--- config.mk ---
export PLATFORM = sky130hd
export DESIGN_NAME = fetch_queue_flat
export DESIGN_NICKNAME = d
export VERILOG_FILES = /design/src/rtl/cpu_pkg.sv /design/src/rtl/fetch_queue_if.sv /design/src/rtl/fetch_fifo.sv /design/src/rtl/fetch_queue.sv /design/src/flat_wrapper.sv
export SDC_FILE = /design/constraint.sdc
export NUM_CORES = 1
export LEC_CHECK = 0
export CAP_MARGIN = 20
export CORE_UTILIZATION = 27
export DETAILED_ROUTE_END_ITERATION = 12
export PLACE_DENSITY_LB_ADDON = 0.3
export SYNTH_ARGS = -nofsm -noshare
export SYNTH_HDL_FRONTEND = slang
export SYNTH_SLANG_ARGS = --single-unit
--- constraint.sdc ---
create_clock -name clk -period 9.2 [get_ports clk]
set_clock_uncertainty 0.15 [all_clocks]
set_input_delay 1.84 -clock clk [delete_from_list [all_inputs] [get_ports clk]]
set_output_delay 1.84 -clock clk [all_outputs]
set_load 0.02 [all_outputs]
--- src/rtl/cpu_pkg.sv ---
// cpu_pkg: shared address/instruction types and the fetch entry record
package cpu_pkg;
   typedef logic [15:0] addr_t;
   typedef logic [15:0] instr_t;
   localparam addr_t RESET_PC_DEFAULT = 16'h0000;
   typedef struct packed {
      instr_t instr;
      addr_t  pc;
   } fetch_entry_t;
endpackage

--- src/rtl/fetch_queue_if.sv ---
// fetch_queue_if: ROM and decode-side signals of the fetch stage
interface fetch_queue_if #(parameter int DEPTH = 4);
   import cpu_pkg::*;
   addr_t                    rom_address;
   instr_t                   rom_data;
   logic                     redirect_valid;
   addr_t                    redirect_pc;
   logic                     dec_ready;
   logic                     dec_valid;
   instr_t                   dec_instruction;
   addr_t                    dec_pc;
   logic [$clog2(DEPTH):0]   queue_count;
   modport master (
      output rom_address, dec_valid, dec_instruction, dec_pc, queue_count,
      input  rom_data, redirect_valid, redirect_pc, dec_ready
   );
   modport slave (
      input  rom_address, dec_valid, dec_instruction, dec_pc, queue_count,
      output rom_data, redirect_valid, redirect_pc, dec_ready
   );
endinterface

--- src/rtl/fetch_fifo.sv ---
// fetch_fifo: DEPTH-entry queue of fetched instructions with flush; head holds last shown value when empty
module fetch_fifo
   import cpu_pkg::*;
#(
   parameter int DEPTH = 4
) (
   input  logic                   clk,
   input  logic                   reset,
   input  logic                   push_i,
   input  fetch_entry_t           din_i,
   input  logic                   pop_i,
   input  logic                   flush_i,
   output fetch_entry_t           head_o,
   output logic [$clog2(DEPTH):0] count_o
);
   localparam int AW = $clog2(DEPTH);
   localparam int CW = AW + 1;
   fetch_entry_t   mem_q [DEPTH];
   fetch_entry_t   last_q;
   logic [AW-1:0]  wr_q, rd_q;
   logic [CW-1:0]  cnt_q;
   logic           do_push, do_pop;
   assign do_push = push_i & ~flush_i;
   assign do_pop  = pop_i & ~flush_i & (cnt_q != '0);
   assign head_o  = (cnt_q != '0) ? mem_q[rd_q] : last_q;
   assign count_o = cnt_q;
   // entry storage; never read before written because head falls back to last_q when empty
   always_ff @(posedge clk) begin
      if (do_push) mem_q[wr_q] <= din_i;
   end
   // pointers and occupancy; flush empties the queue and drops any push of this cycle
   always_ff @(posedge clk or negedge reset) begin
      if (!reset) begin
         wr_q   <= '0;
         rd_q   <= '0;
         cnt_q  <= '0;
         last_q <= '0;
      end else begin
         last_q <= head_o;
         if (flush_i) begin
            wr_q  <= '0;
            rd_q  <= '0;
            cnt_q <= '0;
         end else begin
            wr_q  <= wr_q + AW'(do_push);
            rd_q  <= rd_q + AW'(do_pop);
            cnt_q <= cnt_q + CW'(do_push) - CW'(do_pop);
         end
      end
   end
endmodule

--- src/rtl/fetch_queue.sv ---
// fetch_queue: owns the PC, issues ROM reads under credit control and handles branch redirects
module fetch_queue
   import cpu_pkg::*;
#(
   parameter int    DEPTH    = 4,
   parameter addr_t RESET_PC = RESET_PC_DEFAULT
) (
   input  logic          clk,
   input  logic          reset,
   fetch_queue_if.master bus
);
   localparam int CW = $clog2(DEPTH) + 1;
   localparam int KW = CW + 1;
   addr_t          fetch_pc_q, fetch_pc_d;
   addr_t          inflight_pc_q, inflight_pc_d;
   logic           inflight_q, inflight_d;
   logic           pop, issue, push, redirect;
   logic [KW-1:0]  credit;
   addr_t          rom_addr;
   fetch_entry_t   head, din;
   logic [CW-1:0]  count;
   assign redirect = bus.redirect_valid;
   assign push     = inflight_q & ~redirect;
   assign din      = '{instr: bus.rom_data, pc: inflight_pc_q};
   // issue credit counts queued plus in-flight entries so a returning read always has a free slot
   always_comb begin
      pop           = (count != '0) & bus.dec_ready & ~redirect;
      credit        = KW'(count) + KW'(inflight_q) - KW'(pop);
      issue         = redirect | (credit < KW'(DEPTH));
      rom_addr      = redirect ? bus.redirect_pc : fetch_pc_q;
      fetch_pc_d    = issue ? rom_addr + 16'd1 : fetch_pc_q;
      inflight_d    = issue;
      inflight_pc_d = issue ? rom_addr : inflight_pc_q;
   end
   // PC and in-flight read tracking
   always_ff @(posedge clk or negedge reset) begin
      if (!reset) begin
         fetch_pc_q    <= RESET_PC;
         inflight_q    <= 1'b0;
         inflight_pc_q <= '0;
      end else begin
         fetch_pc_q    <= fetch_pc_d;
         inflight_q    <= inflight_d;
         inflight_pc_q <= inflight_pc_d;
      end
   end
   fetch_fifo #(.DEPTH(DEPTH)) u_fifo (
      .clk     (clk),
      .reset   (reset),
      .push_i  (push),
      .din_i   (din),
      .pop_i   (pop),
      .flush_i (redirect),
      .head_o  (head),
      .count_o (count)
   );
   assign bus.rom_address     = rom_addr;
   assign bus.dec_valid       = count != '0;
   assign bus.dec_instruction = head.instr;
   assign bus.dec_pc          = head.pc;
   assign bus.queue_count     = count;
endmodule

--- src/flat_wrapper.sv ---
// flat-port wrapper written by rule: the top's interface ports become plain ports
module fetch_queue_flat import cpu_pkg::*;
#(
   parameter int    DEPTH    = 4,
   parameter addr_t RESET_PC = RESET_PC_DEFAULT
)
  (clk, reset, bus_rom_address, bus_dec_valid, bus_dec_instruction, bus_dec_pc, bus_queue_count, bus_rom_data, bus_redirect_valid, bus_redirect_pc, bus_dec_ready);
  fetch_queue_if #(.DEPTH(DEPTH)) bus_i ();
  input  logic clk;
  input  logic reset;
  output wire logic [$bits(bus_i.rom_address)-1:0] bus_rom_address;
  output wire logic [$bits(bus_i.dec_valid)-1:0] bus_dec_valid;
  output wire logic [$bits(bus_i.dec_instruction)-1:0] bus_dec_instruction;
  output wire logic [$bits(bus_i.dec_pc)-1:0] bus_dec_pc;
  output wire logic [$bits(bus_i.queue_count)-1:0] bus_queue_count;
  input wire logic [$bits(bus_i.rom_data)-1:0] bus_rom_data;
  input wire logic [$bits(bus_i.redirect_valid)-1:0] bus_redirect_valid;
  input wire logic [$bits(bus_i.redirect_pc)-1:0] bus_redirect_pc;
  input wire logic [$bits(bus_i.dec_ready)-1:0] bus_dec_ready;
  assign bus_rom_address = bus_i.rom_address;
  assign bus_dec_valid = bus_i.dec_valid;
  assign bus_dec_instruction = bus_i.dec_instruction;
  assign bus_dec_pc = bus_i.dec_pc;
  assign bus_queue_count = bus_i.queue_count;
  assign bus_i.rom_data = bus_rom_data;
  assign bus_i.redirect_valid = bus_redirect_valid;
  assign bus_i.redirect_pc = bus_redirect_pc;
  assign bus_i.dec_ready = bus_dec_ready;
  fetch_queue #(.DEPTH(DEPTH), .RESET_PC(RESET_PC)) u_core (.clk(clk), .reset(reset), .bus(bus_i));
endmodule
Word-level counts from Yosys, hierarchy flattened
Memory sizes are Yosys's and may differ from the RTL's.
Cells that the tools add are included.

storage, ports and cells
  register bits = 72
  bits in writable memories = 128
  input port bits = 36
  output and inout port bits = 52
  logic and storage cells = 33
  memories kept = 1

memory list
  memory               depth  width  read ports  clocked after memory_dff  wr ports  line              text
  u_core.u_fifo.mem_q  4      32     1           0                         1         fetch_fifo.sv:18  fetch_entry_t mem_q [DEPTH];

cells by class
  $add $sub $neg = 7
  order comparisons = 1
  muxes and demuxes = 7
  bitwise operators = 8
  reductions and logical operators = 1

operators with widths
  cell                     count
  $mux W32                 1
  $add A16 B1 Y16 const B  1
  $mux W16                 1
  $and A1 B1 Y1            6
  $add A2 B1 Y2            2
  $add A3 B1 Y4            1
  $lt A4 B3 Y1 const B     1
  $mux W2                  2
  $sub A4 B1 Y4            1
  $add A3 B1 Y3            1
  $mux W3                  1
  $reduce_bool A3 Y1       1
  $sub A3 B1 Y3            1
  $mux W1                  2
  $not A1 Y1               1
  $or A1 B1 Y1             1

Longest topological paths before layout
Gate-level depths: netlist of the first run.

  depth in word-level cells = 7
  mapped depth = 15
  gate-level depth less buffers = 11

Modules after synthesis
Synthesis of the first run repeated with hierarchy kept, for this count alone.

unflattened totals
  cell total of the unflattened synthesis = 439
  area total of the unflattened synthesis = 8,070.2 µm²

by module, submodules not included
  module       instances  cells each  area each (µm²)  sequential area each (µm²)
  fetch_fifo   1          268         6,195.9          4,819.6
  fetch_queue  1          171         1,874.3          825.8

Worst setup path before layout of the first run
OpenSTA, ideal clock, no wires.

  kind = input to register
  from = input port bus_redirect_valid
  to = memory u_core.u_fifo.mem_q[2][0] (netlist name), enable pin
  setup time = 468 ps
  arrival = 4,928 ps
  data required time = 8,582 ps
  path slack = 3,654 ps
  stages on the path = 5
  buffers on the path = 3
  path through = buf_6 -> buf_4 -> clkbuf_1 -> nand2b_1 -> nor3b_1

between the ends
  longest elaborated chain between the ends = 5

ends and longest elaborated chain
  item                               line                                 text
  start, declared                    flat_wrapper.sv:17                   input wire logic [$bits(bus_i.redirect_valid)-1:0] bus_redirect_valid;
  $not A1 Y1 (*)                     fetch_fifo.sv:23, fetch_queue.sv:23
  $and A1 B1 Y1                      fetch_queue.sv:23                    assign push = inflight_q & ~redirect;
  $and A1 B1 Y1 (*)                  fetch_fifo.sv:23                     assign do_push = push_i & ~flush_i;
  $mux W1 (*)                        fetch_fifo.sv:29                     if (do_push) mem_q[wr_q] <= din_i;
  $mux W1 (implied by the code) (*)  fetch_fifo.sv:29
  end, declared                      fetch_fifo.sv:18

Mark *: on every way between the ends. The rest lies on a longest branch, timed or not.

Worst setup path after layout of the first run
  from = input port bus_redirect_valid
  to = output port bus_rom_address[2]

between the ends
  longest elaborated chain between the ends = 1

ends and longest elaborated chain
  item           line                text
  $mux W16       fetch_queue.sv:30   rom_addr = redirect ? bus.redirect_pc : fetch_pc_q;
  end, declared  flat_wrapper.sv:11  output wire logic [$bits(bus_i.rom_address)-1:0] bus_rom_address;

Every way passes these cells.

==> impl_results.html, run 1 <==
<table>
<tr><th>Metric</th><th>Value</th></tr>
<tr><th colspan="2">Outcome</th></tr>
<tr><td>Outcome</td><td>finished clean</td></tr>
<tr><th colspan="2">Timing</th></tr>
<tr><td>Final Critical Period</td><td>6.34 ns</td></tr>
<tr><td>Sum of negative setup slack</td><td>0 ns</td></tr>
<tr><td>Worst slew pin tran</td><td>1.04 ns</td></tr>
<tr><td>Worst relative slew slack</td><td>30.4%</td></tr>
<tr><td>Final hold violation count</td><td>0</td></tr>
<tr><td>Period Utilization, post-route</td><td>between 60% and 70%</td></tr>
<tr><td>Maximum clock frequency</td><td>0.158 GHz</td></tr>
<tr><td>Final Setup Violations</td><td>0</td></tr>
<tr><td>Number of pins exceeding their max-slew limit in the final report</td><td>0</td></tr>
<tr><td>Unrepaired setup endpoints after global routing</td><td>no</td></tr>
<tr><th colspan="2">Synth</th></tr>
<tr><td>Most common library cells after synthesis</td><td>edfxtp_1, dfrtp_1, mux2_2</td></tr>
<tr><td>Syn Area/Cell</td><td>17.9 sq um</td></tr>
<tr><td>Share of synthesized cell area in full adder, half adder and majority cells</td><td>1.49%</td></tr>
<tr><td>Most numerous cell in the Yosys netlist</td><td>edfxtp_1</td></tr>
<tr><td>Share of the synthesized netlist area taken by xor and xnor gates</td><td>2.17%</td></tr>
<tr><td>Largest area contributor in the netlist</td><td>edfxtp_1</td></tr>
<tr><td>Synthesized area</td><td>8080 sq um</td></tr>
<tr><td>Yosys Warn Count</td><td>0</td></tr>
<tr><td>Top flip-flop cell by instance count after synthesis</td><td>edfxtp_1</td></tr>
<tr><td>Top-area cell type share of the netlist area</td><td>47.6%</td></tr>
<tr><td>Mapped Nets</td><td>496</td></tr>
<tr><td>Unique cell type count in the Yosys netlist</td><td>43</td></tr>
<tr><td>Number of synthesized flops with an enable pin</td><td>128</td></tr>
<tr><td>Share of async-settable or async-resettable flops after synthesis</td><td>36.0%</td></tr>
<tr><td>Multiplexer share of the synthesized area</td><td>18.2%</td></tr>
<tr><td>Main combinational cell family by area after synthesis</td><td>multiplexers</td></tr>
<tr><td>Complex-gate fraction of the synthesized area</td><td>1.87%</td></tr>
<tr><td>Area fraction in and, or, nand and nor cells after synthesis</td><td>under 10%</td></tr>
<tr><td>Cells taking the most area after synthesis</td><td>edfxtp_1, dfrtp_1, mux4_2</td></tr>
<tr><td>Synth Register Bits</td><td>200</td></tr>
<tr><td>Share of the yosys chip area belonging to registers</td><td>between 60 and 70%</td></tr>
<tr><td>Cells after synthesis</td><td>451</td></tr>
<tr><th colspan="2">Floorplan</th></tr>
<tr><td>Total number of placement rows</td><td>62</td></tr>
<tr><td>Area enclosed by the die boundary</td><td>roughly 31000 sq um</td></tr>
<tr><td>Std-Cell Core Area</td><td>between 20000 and 30000 sq um</td></tr>
<tr><td>Number of I/O pins</td><td>88</td></tr>
<tr><td>Die Span X</td><td>175 um</td></tr>
<tr><td>Die height</td><td>around 180 um</td></tr>
<tr><td>Effective utilization at floorplan</td><td>27.8%</td></tr>
<tr><th colspan="2">Critical path</th></tr>
<tr><td>Cell-by-cell listing of the critical path</td><td>clkdlybuf4s50_1 &gt; buf_4 &gt; mux2_2 &gt; clkdlybuf4s50_1</td></tr>
<tr><td>CP max stage cell</td><td>clkdlybuf4s50_1</td></tr>
<tr><td>Critical-path maximum fanout</td><td>26</td></tr>
<tr><td>R2R setup slack</td><td>5.59 ns</td></tr>
<tr><td>Top delay family on crit path</td><td>buffers and inverters</td></tr>
<tr><td>Length in cells of the worst reg-to-reg path</td><td>9</td></tr>
<tr><td>Critical path arrival</td><td>between 4 and 5 ns</td></tr>
<tr><td>Delay contributed by the slowest stage of the critical path</td><td>roughly 1.1 ns</td></tr>
<tr><td>Launching element type of the critical path</td><td>input port</td></tr>
<tr><td>Stages on worst setup path</td><td>4</td></tr>
<tr><td>Launch instance of the worst register-to-register path</td><td>u_core.u_fifo.count_o[1]</td></tr>
<tr><td>Worst setup EP type</td><td>primary output</td></tr>
<tr><td>Required time of the critical path</td><td>7.21 ns</td></tr>
<tr><td>Most used cell, CP</td><td>clkdlybuf4s50_1</td></tr>
<tr><td>Count of buffer and inverter cells on the critical path</td><td>3</td></tr>
<tr><td>Critical path start-end classification</td><td>input port to primary output</td></tr>
<tr><td>Capture instance of the worst register-to-register path</td><td>u_core.inflight_pc_q[2]</td></tr>
<tr><th colspan="2">Layout</th></tr>
<tr><td>Area occupied by registers</td><td>approximately 5600 sq um</td></tr>
<tr><td>Filler instances</td><td>2756</td></tr>
<tr><td>Final #Nets</td><td>590</td></tr>
<tr><td>Total non-filler cell area in the finished layout</td><td>10100 sq um</td></tr>
<tr><td>Multi-input combinational cell area</td><td>2320 sq um</td></tr>
<tr><td>Number of non-filler instances in the completed layout</td><td>942</td></tr>
<tr><td>Number of diodes added for antenna fixing</td><td>0</td></tr>
<tr><td>Fraction of layout instances using a drive strength above 1</td><td>23.1%</td></tr>
<tr><td>Final Core Density</td><td>34.6%</td></tr>
<tr><td>Area grow syn2layout</td><td>24.6%</td></tr>
<tr><th colspan="2">Worst hold path</th></tr>
<tr><td>Hold Crit Depth</td><td>1</td></tr>
<tr><td>Endpoint of the worst hold path</td><td>u_core.u_fifo.last_q[3]</td></tr>
<tr><td>Hold Startpoint</td><td>u_core.u_fifo.last_q[3]</td></tr>
<tr><td>Worst Hold Class</td><td>register to register</td></tr>
<tr><th colspan="2">Clocking</th></tr>
<tr><td>Clk Latency, worst-skew pair</td><td>about 0.43 ns</td></tr>
<tr><td>Clock tree sinks</td><td>200</td></tr>
<tr><td>Cts-stage hold buffer count</td><td>0</td></tr>
<tr><td>Max H-tree Level</td><td>4</td></tr>
<tr><td>Clock-pin slew on the worst setup and hold paths</td><td>0.07 ns</td></tr>
<tr><td>Clock tree root buffer cell</td><td>clkbuf_16</td></tr>
<tr><td>Bufs on Longest Clock Path</td><td>2</td></tr>
<tr><td>TritonCTS clock tree</td><td>done</td></tr>
<tr><td>Number of CTS-inserted buffers</td><td>17</td></tr>
<tr><td>Number of cells upsized or downsized after cts</td><td>0</td></tr>
<tr><td>Post-CTS Setup Inserts</td><td>0</td></tr>
<tr><th colspan="2">Routing</th></tr>
<tr><td>Routed wire length</td><td>17200 um</td></tr>
<tr><td>Via count</td><td>~4300</td></tr>
<tr><td>TritonRoute pass-1 iters</td><td>5</td></tr>
<tr><td>Number of design-rule violations left by the first detailed-router iteration</td><td>195</td></tr>
<tr><td>Via density per instance</td><td>4.55</td></tr>
<tr><td>Routed length per placed instance</td><td>18.3 um</td></tr>
<tr><td>DRC violation count after routing</td><td>0</td></tr>
<tr><td>Detail Route Antenna Nets</td><td>0</td></tr>
<tr><th colspan="2">Global routing</th></tr>
<tr><td>Number of global-route vias before repair</td><td>between 4000 and 5000</td></tr>
<tr><td>Total routing resource utilization after global routing</td><td>11.9%</td></tr>
<tr><td>Wire length of the first global-routing pass</td><td>27100 um</td></tr>
<tr><td>Maximum number of pins on one net before global-route repair</td><td>65</td></tr>
<tr><td>Number of antenna violations at the first check in global routing</td><td>0</td></tr>
<tr><td>GRT Residual Overflow</td><td>0</td></tr>
<tr><th colspan="2">Placed design</th></tr>
<tr><td>Placed instance area</td><td>9440 sq um</td></tr>
<tr><td>Number of buffers inserted by port buffering</td><td>slightly below 90</td></tr>
<tr><td>Placed instance count</td><td>910</td></tr>
<tr><td>Final GP Congestion</td><td>0.846</td></tr>
<tr><td>HPWL Detailed</td><td>10600 um</td></tr>
<tr><th colspan="2">Pwr</th></tr>
<tr><td>Worst vdd rail ir drop</td><td>approximately 0.00015 V</td></tr>
<tr><td>Post-layout total power</td><td>3.35 mW</td></tr>
<tr><td>Static leakage power</td><td>3.53 nW</td></tr>
<tr><td>Cell Pwr Density</td><td>333 nW/um^2</td></tr>
<tr><th colspan="2">Run</th></tr>
<tr><td>Max-cap violations</td><td>0</td></tr>
</table>
worst register-to-register path, delay by kind of cell (launching register included):
kind            cells  cell delay (ns)
fa+ha+maj           1             0.30
compound gates      1             0.44
flops               1             0.47
buf+inv             2             1.07
mux                 1             0.41
simple gates        4             0.67
state kept, by name, summed over array words and instances, names as in the netlist:
name / cells
u_core.inflight_q: 1
u_core.u_fifo.last_q: 32
u_core.u_fifo.rd_q: 2
u_core.u_fifo.count_o: 3
u_core.fetch_pc_q: 16
u_core.u_fifo.wr_q: 2
u_core.u_fifo.mem_q: 128
u_core.inflight_pc_q: 16
layout make-up:
| class | instances | share of cell area, % |
|---|---|---|
| sequential | 200 | 56.1 |
| multi-input combinational | 219 | 23.1 |
| timing repair buffer | 94 | 9.34 |
| tap | 384 | 4.77 |
| clock buffer | 19 | 4.61 |
| clock inverter | 13 | 1.63 |
| inverter | 13 | 0.485 |
report_power, final:
| part | internal [mW] | total (mW) | switching (mW) |
|---|---|---|---|
| clock | 0.393 | 0.770 | 0.376 |
| combinational | 0.589 | 1.21 | 0.619 |
| sequential | 1.23 | 1.38 | 0.147 |
| total | 2.21 | 3.35 | 1.14 |
through the flow:
stage                     setup slack (ns)  hold WS, ns
after global placement                2.91        0.329
after CTS                             2.86        0.354
after global routing                  2.76        0.363
after detailed placement              2.86        0.332
after floorplan                       3.65        0.319
final                                 2.86        0.350
metal layers:
layer,track usage (%),vias up,wire [um]
li1,-,1919,-
met1,15.6,2250,8040
met2,19.4,105,8300
met3,2.74,14,676
met4,3.62,0,205
met5,0,-,0
worst max-delay path by stage:
stage,startpoint,endpoint,slack (ns)
3_3_place_gp,bus_redirect_valid,bus_rom_address[0],2.91
3_5_place_dp,bus_redirect_valid,bus_rom_address[0],2.86
5_1_grt,bus_redirect_valid,bus_rom_address[2],2.76
2_1_floorplan,bus_redirect_valid,u_core.u_fifo.mem_q[2][0],3.65
6_report,bus_redirect_valid,bus_rom_address[2],2.86
4_1_cts,bus_redirect_valid,bus_rom_address[0],2.86
placed cells by master (no fill, tap or decap), drive strengths merged, types with 8 or more instances in the layout:
| master | Yosys | layout |
|---|---|---|
| edfxtp | 128 | 128 |
| clkdlybuf4s50 | 0 | 86 |
| dfrtp | 72 | 72 |
| mux2 | 61 | 61 |
| mux4 | 32 | 32 |
| inv | 13 | 20 |
| clkbuf | 11 | 19 |
| nor2 | 15 | 15 |
| nand2 | 14 | 14 |
| xor2 | 11 | 11 |
| a21oi | 11 | 11 |
| xnor2 | 9 | 9 |
| nand3 | 8 | 8 |
| ha | 8 | 8 |
| buf | 8 | 8 |
cells by family after synthesis:
family	count (synthesis)
flops	200
mux	99
simple gates	67
buf+inv	32
compound gates	24
xor+xnor	20
fa+ha+maj	9
Power figures use the tool's default switching activity.
==> run 2: changes to the inputs <==
clock period = 6.1 ns   (was 9.2 ns; I/O delays follow)
==> run 2 against run 1 <==
Clock power rose by 45%. Worst hold slack got worse by 0.0017 ns. Utilization fell by 0.12 points. Critical path depth did not move. First-iteration DRC count rose by 9.2%. Combinational power rose by 50%. Flip-flop and latch count did not move. Total power rose by 49%. Wire length rose by 1.3%. Largest cell class unchanged. Highest routed layer unchanged.
==> impl_results.html, run 2 (synthesis results as in run 1) <==
<table>
<tr><th>Metric</th><th>Value</th></tr>
<tr><th colspan="2">Outcome</th></tr>
<tr><td>Outcome</td><td>finished clean</td></tr>
<tr><th colspan="2">Layout</th></tr>
<tr><td>Regs by FF count</td><td>u_core.u_fifo.mem_q (128), u_core.u_fifo.last_q (32)</td></tr>
<tr><td>Number of non-filler instances in the completed layout</td><td>943 (+0.11%)</td></tr>
<tr><td>Number of diodes added for antenna fixing</td><td>0 (unchanged)</td></tr>
<tr><td>Final #Nets</td><td>591 (+0.17%)</td></tr>
<tr><td>Final Core Density</td><td>34.5% (-0.12 points)</td></tr>
<tr><td>Commonest cells after routing, fill and taps aside</td><td>edfxtp_1, clkdlybuf4s50_1, dfrtp_1</td></tr>
<tr><td>Max reg flops</td><td>128 (unchanged)</td></tr>
<tr><td>Most flop-heavy register</td><td>u_core.u_fifo.mem_q</td></tr>
<tr><td>Fraction of layout instances using a drive strength above 1</td><td>22.9% (-0.22 points)</td></tr>
<tr><td>Most common library cell in the layout ignoring fill and taps</td><td>edfxtp_1</td></tr>
<tr><td>Area grow syn2layout</td><td>24.1%</td></tr>
<tr><td>Total non-filler cell area in the finished layout</td><td>10000 sq um (-0.35%)</td></tr>
<tr><th colspan="2">Critical path</th></tr>
<tr><td>Critical-path maximum fanout</td><td>21 (-19%)</td></tr>
<tr><td>Critical path arrival</td><td>3.15 ns (-1.20 ns)</td></tr>
<tr><td>Critical path start-end classification</td><td>register to primary output</td></tr>
<tr><td>Worst setup EP type</td><td>primary output</td></tr>
<tr><td>Launching element type of the critical path</td><td>register</td></tr>
<tr><td>Required time of the critical path</td><td>4.73 ns (-2.48 ns)</td></tr>
<tr><th colspan="2">Timing</th></tr>
<tr><td>Final Worst Setup Slack</td><td>1.58 ns (-1.28 ns)</td></tr>
<tr><td>Final hold violation count</td><td>0 (unchanged)</td></tr>
<tr><td>Unrepaired setup endpoints after global routing</td><td>no</td></tr>
<tr><td>Final Setup Violations</td><td>0 (unchanged)</td></tr>
<tr><td>Final Critical Period</td><td>4.52 ns</td></tr>
<tr><td>Number of pins exceeding their max-slew limit in the final report</td><td>0 (unchanged)</td></tr>
<tr><td>Sum of negative setup slack</td><td>0 ns (unchanged)</td></tr>
<tr><td>Maximum clock frequency</td><td>0.221 GHz</td></tr>
<tr><td>Period Utilization, post-route</td><td>about 74%</td></tr>
<tr><td>Worst slew pin tran</td><td>1.13 ns (+0.0884 ns)</td></tr>
<tr><td>Worst relative slew slack</td><td>24.6% (-5.9 points)</td></tr>
<tr><th colspan="2">Clocking</th></tr>
<tr><td>Number of cells upsized or downsized after cts</td><td>0 (unchanged)</td></tr>
<tr><td>Clock tree root buffer cell</td><td>clkbuf_16</td></tr>
<tr><td>Cts-stage hold buffer count</td><td>0 (unchanged)</td></tr>
<tr><td>Clk Latency, worst-skew pair</td><td>0.43 ns (about the same)</td></tr>
<tr><td>Max H-tree Level</td><td>4 (unchanged)</td></tr>
<tr><td>Clock-pin slew on the worst setup and hold paths</td><td>0.07 ns (about the same)</td></tr>
<tr><td>Bufs on Longest Clock Path</td><td>2 (unchanged)</td></tr>
<tr><td>Number of CTS-inserted buffers</td><td>17 (unchanged)</td></tr>
<tr><td>TritonCTS clock tree</td><td>done</td></tr>
<tr><td>Post-CTS Setup Inserts</td><td>0 (unchanged)</td></tr>
<tr><td>Clock tree sinks</td><td>200 (unchanged)</td></tr>
<tr><th colspan="2">Floorplan</th></tr>
<tr><td>Area enclosed by the die boundary</td><td>30600 sq um (unchanged)</td></tr>
<tr><td>Total number of placement rows</td><td>62 (unchanged)</td></tr>
<tr><td>Number of I/O pins</td><td>88 (unchanged)</td></tr>
<tr><td>Die height</td><td>175 um (unchanged)</td></tr>
<tr><td>Std-Cell Core Area</td><td>29100 sq um (unchanged)</td></tr>
<tr><td>Die Span X</td><td>175 um (unchanged)</td></tr>
<tr><td>Effective utilization at floorplan</td><td>27.8% (unchanged)</td></tr>
<tr><th colspan="2">Routing</th></tr>
<tr><td>Detail Route Antenna Nets</td><td>0 (unchanged)</td></tr>
<tr><td>DRC violation count after routing</td><td>0 (unchanged)</td></tr>
<tr><td>Routed wire length</td><td>17400 um (+1.3%)</td></tr>
<tr><td>Via density per instance</td><td>4.49 (-1.4%)</td></tr>
<tr><td>Via count</td><td>4233 (-1.3%)</td></tr>
<tr><td>TritonRoute pass-1 iters</td><td>5 (unchanged)</td></tr>
<tr><td>Routed length per placed instance</td><td>18.5 um (+1.2%)</td></tr>
<tr><td>Number of design-rule violations left by the first detailed-router iteration</td><td>213 (+9.2%)</td></tr>
<tr><th colspan="2">Run</th></tr>
<tr><td>Max-cap violations</td><td>0 (unchanged)</td></tr>
<tr><th colspan="2">Placed design</th></tr>
<tr><td>Placed instance area</td><td>9440 sq um (unchanged)</td></tr>
<tr><td>HPWL Detailed</td><td>10800 um (+2.1%)</td></tr>
<tr><td>Pre-CTS WS</td><td>1.68 ns (-1.19 ns)</td></tr>
<tr><td>Placed instance count</td><td>911 (+0.11%)</td></tr>
<tr><td>Final GP Congestion</td><td>0.806 (-4.6%)</td></tr>
<tr><td>Number of buffers inserted by port buffering</td><td>87 (unchanged)</td></tr>
<tr><th colspan="2">Global routing</th></tr>
<tr><td>GRT Residual Overflow</td><td>0 (unchanged)</td></tr>
<tr><td>Total routing resource utilization after global routing</td><td>12.2% (+0.29 points)</td></tr>
<tr><td>Number of antenna violations at the first check in global routing</td><td>0 (unchanged)</td></tr>
<tr><td>Number of global-route vias before repair</td><td>4721 (+0.73%)</td></tr>
<tr><td>Wire length of the first global-routing pass</td><td>27700 um (+2.4%)</td></tr>
<tr><td>Maximum number of pins on one net before global-route repair</td><td>65 (unchanged)</td></tr>
<tr><th colspan="2">Worst hold path</th></tr>
<tr><td>Worst Hold Class</td><td>register to register</td></tr>
<tr><th colspan="2">Pwr</th></tr>
<tr><td>Worst vdd rail ir drop</td><td>0.000202 V (+30%)</td></tr>
<tr><td>Cell Pwr Density</td><td>499 nW/um^2 (+50%)</td></tr>
<tr><td>Static leakage power</td><td>3.51 nW (-0.65%)</td></tr>
</table>
==> run 2: worst paths after layout <==
path	slack, ns	start	end	cells after the start
max	1.58	u_core.u_fifo.rd_q[0]	bus_dec_instruction[15]	4
min	0.35	u_core.u_fifo.last_q[20]	u_core.u_fifo.last_q[20]	1
max reg2reg	2.60	u_core.u_fifo.count_o[1]	u_core.inflight_pc_q[2]	11
min reg2reg	0.35	u_core.u_fifo.last_q[20]	u_core.u_fifo.last_q[20]	1
max in group asynchronous	4.09	reset	u_core.u_fifo.rd_q[1]	2
min in group asynchronous	0.46	reset	u_core.u_fifo.last_q[30]	1
==> run 2: where the power goes <==
group | internal [mW] | leakage, nW | switching [mW] | total [mW]
logic | 0.886 | 1.21 | 0.927 | 1.81
clock network | 0.553 | 0.282 | 0.567 | 1.12
registers | 1.85 | 2.01 | 0.219 | 2.07
==> run 2: area by class of cell <==
type                       instances  area [sq um]
clock buffer                      18           429
clock inverter                    14           164
fill                            2793         19100
inverter                          13          48.8
multi-input combinational        219          2320
sequential                       200          5650
tap                              384           480
timing repair buffer              95           941
==> run 2: worst max-delay path, stage by stage (launching register included) <==
cell	delay (ns)
dfrtp_2	0.88
buf_4	0.43
mux4_2	0.55
mux2_2	0.28
clkdlybuf4s50_1	0.57
==> run 2: metrics by stage <==
stage	power, mW	hold WS, ns
3_3_place_gp	3.91	0.330
2_1_floorplan	3.15	0.319
6_report	5.00	0.348
4_1_cts	5.10	0.352
5_1_grt	5.30	0.364
3_5_place_dp	3.96	0.336
==> run 2: layer usage <==
metal  vias to the layer above  GRT usage, %  share of wire (%)
met1                      2220          16.0                 48
met4                         0          3.48               0.83
met5                         -             0                  0
met3                        12          2.87                3.7
li1                       1916             -                  -
met2                        85          20.0                 48
